`config.mk`:
```
export PLATFORM = sky130hd
export DESIGN_NAME = conv_encoder_param
export DESIGN_NICKNAME = d
export VERILOG_FILES = /design/src/rtl/conv_encoder_param.sv
export SDC_FILE = /design/constraint.sdc
export NUM_CORES = 1
export LEC_CHECK = 0
export CAP_MARGIN = 10
export CORE_MARGIN = 3
export CORE_UTILIZATION = 45
export CTS_CLUSTER_SIZE = 40
export DETAILED_ROUTE_END_ITERATION = 12
export GPL_TIMING_DRIVEN = 0
export PLACE_DENSITY_LB_ADDON = 0.05
export SLEW_MARGIN = 20
export SYNTH_ARGS = -nofsm -noshare
export SYNTH_HDL_FRONTEND = slang
export SYNTH_SLANG_ARGS = --single-unit
```
`constraint.sdc`:
```
create_clock -name clock -period 5.3 [get_ports clock]
set_input_delay 0.795 -clock clock [delete_from_list [all_inputs] [get_ports clock]]
set_output_delay 0.795 -clock clock [all_outputs]
set_load 0.005 [all_outputs]
```
`src/rtl/conv_encoder_param.sv`:
```
// conv_encoder_param: rate-1/N feed-forward convolutional encoder, serialised output, optional zero-tail termination
module conv_encoder_param #(
  parameter int K = 3,
  parameter int N = 2,
  parameter GEN = 6'b111_011,
  parameter bit TERMINATE = 1'b1
) (
  input  logic clock,
  input  logic reset,
  input  logic in_valid,
  output logic in_ready,
  input  logic in_bit,
  input  logic in_last,
  output logic out_valid,
  input  logic out_ready,
  output logic out_bit,
  output logic out_last
);
  localparam int IW = $clog2(N);
  localparam int TW = K > 2 ? $clog2(K - 1) : 1;
  localparam logic [IW-1:0] ILAST = IW'(N - 1);
  localparam logic [TW-1:0] TLAST = TW'(K - 2);
  if (K < 2 || N < 2 || $bits(GEN) != N * K) begin : g_bad_params
    $error("conv_encoder_param: need K>=2, N>=2 and a GEN of N*K bits");
  end
  typedef enum logic [1:0] {IDLE, DATA, TAIL} state_t;
  state_t state, state_n;
  logic [K-2:0] s, s_n;
  logic [N-1:0] cw, cw_n;
  logic [IW-1:0] idx, idx_n;
  logic [TW-1:0] tcnt, tcnt_n;
  logic [K-1:0] w;
  logic last_cw, last_n, tail_pend, fire, wrap, accept, zload, load, b;
  assign tail_pend = TERMINATE && last_cw;
  assign fire = state != IDLE && out_ready;
  assign wrap = fire && idx == ILAST;
  // a new bit may enter on the same cycle the previous codeword drains
  assign in_ready = state == IDLE || (state == DATA && wrap && !tail_pend);
  assign accept = in_valid && in_ready;
  assign zload = wrap && (state == DATA ? tail_pend : tcnt != TLAST);
  assign load = accept || zload;
  assign b = accept && in_bit;
  // window: w[K-1] is the current bit, lower bits step back in time (s[0] newest)
  always_comb begin
    w = '0;
    w[K-1] = b;
    for (int i = 0; i < K - 1; i++) w[K-2-i] = s[i];
    s_n = s;
    cw_n = cw;
    if (load) begin
      s_n[0] = b;
      for (int i = 1; i < K - 1; i++) s_n[i] = s[i-1];
      for (int j = 0; j < N; j++) cw_n[j] = ^(w & GEN[(N-j)*K-1 -: K]);
    end
  end
  assign state_n = load ? (zload ? TAIL : DATA) : wrap ? IDLE : state;
  assign idx_n = (load || wrap) ? '0 : fire ? idx + 1'b1 : idx;
  assign tcnt_n = zload ? (state == TAIL ? tcnt + 1'b1 : '0) : tcnt;
  assign last_n = accept ? in_last : last_cw;
  always_ff @(posedge clock or negedge reset)
    if (!reset) begin
      state <= IDLE;
      s <= '0;
      cw <= '0;
      idx <= '0;
      tcnt <= '0;
      last_cw <= 1'b0;
      out_valid <= 1'b0;
      out_bit <= 1'b0;
      out_last <= 1'b0;
    end else begin
      state <= state_n;
      s <= s_n;
      cw <= cw_n;
      idx <= idx_n;
      tcnt <= tcnt_n;
      last_cw <= last_n;
      out_valid <= state_n != IDLE;
      out_bit <= cw_n[idx_n];
      out_last <= idx_n == ILAST && (state_n == TAIL ? tcnt_n == TLAST : state_n == DATA && !TERMINATE && last_n);
    end
endmodule

```
==> out/metrics.csv <==
stage;metric;value;unit
synth;seq_area_frac_synth;0.4752;
worst_hold_path;min_path_type;reg2reg;
synth;synth_area_leaders;dfrtp_1, a21oi_1, a211oi_1;
global_routing;grt_pass1_vias;462;
sta;period_needed;3.231;ns
clocking;path_clk_slew;0.07;ns
layout;nNetsFinal;79;
worst_setup_path;critPathBufInv;2;
detailed_routing;vias_per_cell;5.600;
worst_setup_path;crit_chain;clkdlybuf4s50_1 > o21a_1 > ha_1 > nand2b_1 > a21oi_1 > clkdlybuf4s50_1;
floorplan;io-pin-count;10;
worst_setup_path;cp.arrival;2.44;ns
layout;fill_cells;110;
clocking;cts_sinks;12;
synth;syn-mean-instance-area;10.89;um^2
worst_setup_path;crit_path_start_kind;primary input;
sta;setup_tns;0;ns
sta;slew_headroom;0.6510;
sta;finalCritPeriodShare;0.6097;
power_and_ir_drop;irDropWorstVdd;300.7;uV
synth;syn-cell-area;631.9;um^2
global_routing;gr-total-overflow;0;
layout;drive_gt1_frac;0.2113;
global_routing;antenna_found_initial;0;
synth;ys_ff_latch;12;
sta;slew_violations;0;
sta;setup_violations;0;
synth;synthSimpleGateAreaFrac;0.1129;
placement;io_buffer_count;9;
worst_setup_path;critPathKind;in2out;
floorplan;die_w;43.47;um
detailed_routing;vias;476;
worst_setup_path;cp_common_cell;clkdlybuf4s50_1;
global_routing;track_usage;0.1446;
floorplan;core;0.001201;mm^2
synth;yosysTopAreaCellShare;0.4752;
power_and_ir_drop;leakagePower;0.3651;nW
synth;synth_cell_type_count;26;
floorplan;start_util;0.5260;
detailed_routing;antenna_left;0;
synth;synth_xor_area_frac;0.01386;
global_routing;grt_pass1_wl;2.007;mm
layout;areaGrowthSynthToFinish;22.77;%
clocking;root_buffer;clkbuf_4;
detailed_routing;drtIter0Drc;2;
floorplan;die-area;0.001890;mm^2
placement;place_hpwl;898.5;um
clocking;cts_buffers;3;
global_routing;grt_max_degree;13;
clocking;post_cts_resize_count;0;
placement;dp_slack;2.062;ns
synth;synth_top_cell_by_area;dfrtp_1;
sta;hold_violations;0;
floorplan;rows;12;
worst_setup_path;critPathTopFamily;buffers and inverters;
synth;netlist_instances;58;
clocking;clk_path_buf_depth;2;
clocking;worst_skew_pair.late_latency;0.27;ns
detailed_routing;wl;1.163;mm
layout;antenna_cells;0;
synth;ys_warn_count;0;
worst_setup_path;slowest_stage;clkdlybuf4s50_1;
clocking;cts_tree;yes;
detailed_routing;drc;0;
synth;synth_compound_area_frac;0.2416;
synth;syn_nets;65;
power_and_ir_drop;power_density;570.0;mW/mm^2
synth;muxShareOfSynthArea;0.05743;
synth;synth_fa_ha_area_frac;0.01980;
sta;rsz0062_at_grt;no;
sta;max_freq;309.5;MHz
detailed_routing;dr.pass1.iters;4;
clocking;postCtsHoldBufs;0;
detailed_routing;post_drt_wl_per_cell;13.68;um
worst_setup_path;max_stage_delay;0.51;ns
run;maxCapViolCount;0;
worst_setup_path;end_kind;primary output;
sta;tightest_slew;0.5218;ns
worst_setup_path;cp.required;4.51;ns
clocking;h-tree-depth;1;
sta;clock_skew;0.004268;ns
clocking;cts_setup_buffers;0;
synth;synth_top_family_by_area;compound AO/OA/AOI/OAI gates;
floorplan;dieHeight;43.47;um
outcome;outcome;finished clean;
placement;gp_congestion;0.7048;
worst_setup_path;path_max_fanout;8;
sta;worst_slack;2.069;ns
-- synthesized netlist by cell type --
cell type and count:
a32oi_1 1, inv_2 1, o21a_1 1, a211o_1 2, buf_6 2, nand2_1 4, nand2b_1 3, dfrtp_1 12
o31ai_1 1, and2_1 2, mux2i_1 1, buf_2 1, mux2_2 1, and4b_2 1, a211o_2 1, a211oi_1 3
o21ai_0 3, mux2_4 1, o211a_4 1, ha_1 1, nand2b_4 1, a21oi_1 6, inv_1 5, a21o_2 1
xnor2_1 1, a21o_1 1
-- logic make-up after synthesis --
family          Yosys count
flops                    12
buf+inv                   9
xor+xnor                  1
simple gates             11
mux                       3
compound gates           21
fa+ha+maj                 1
-- area by class of cell --
class	instances	area, um^2	share of cell area
Sequential cell	12	300.3	0.3871
Multi-Input combinational cell	37	281.5	0.3629
Timing Repair Buffer	9	90.09	0.1161
Clock buffer	4	36.28	0.04677
Buffer	3	27.53	0.03548
Inverter	6	22.52	0.02903
Tap cell	14	17.52	0.02258
-- through the flow --
stage	std cells	power [mW]	instance area, um^2	hold slack [ns]	utilization
after floorplan	58	0.3084	631.9	0.4590	-
after global placement	81	0.3646	739.5	0.4747	0.6156
after detailed placement	81	0.3733	739.5	0.4827	0.6156
after CTS	85	0.4468	775.7	0.5003	0.6458
after global routing	85	0.4788	775.7	0.5504	0.6458
final	85	0.4422	775.7	0.4938	0.6458
-- per-layer routing --
metal,vias up,GRT usage,part of all wire,wire length (um)
li1,234,-,-,-
met1,229,0.1804,0.47,543
met2,11,0.2212,0.47,544
met3,2,0.04149,0.049,57
met4,0,0.08434,0.015,17
met5,-,0,0,0
-- final timing paths --
kind / from / end / slack (ns) / depth (start not counted)
worst max-delay path: out_ready / in_ready / 2.07 / 6
worst min-delay path: cw[0] / cw[0] / 0.49 / 1
worst max register to register: state[0] / out_bit / 3.20 / 7
worst min register to register: cw[0] / cw[0] / 0.49 / 1
max in group asynchronous: reset / cw[0] / 4.09 / 1
min in group asynchronous: reset / last_cw / 0.86 / 1
-- flip-flops by register name, summed over array words and instances (netlist names) --
signal	flops
last_cw	1
state	2
out_last	1
tcnt	1
cw	2
idx	1
s	2
out_valid	1
out_bit	1
-- report_power, final --
group          internal (mW)  switching, mW
clock                 0.0417         0.0303
combinational          0.116         0.0998
sequential             0.131         0.0232
total                  0.289          0.153
-- cell usage in the layout, fill, tap and decap left out, drive strengths merged --
cell type / n
dfrtp: 12
clkdlybuf4s50: 9
a21oi: 6
inv: 6
nand2: 4
nand2b: 4
clkbuf: 4
o21ai: 3
a211oi: 3
buf: 3
a211o: 3
and2: 2
a21o: 2
mux2: 2
o21a: 1
a32oi: 1
o211a: 1
o31ai: 1
xnor2: 1
mux2i: 1
and4b: 1
ha: 1
Note: power is estimated with default switching activity, not from simulation.
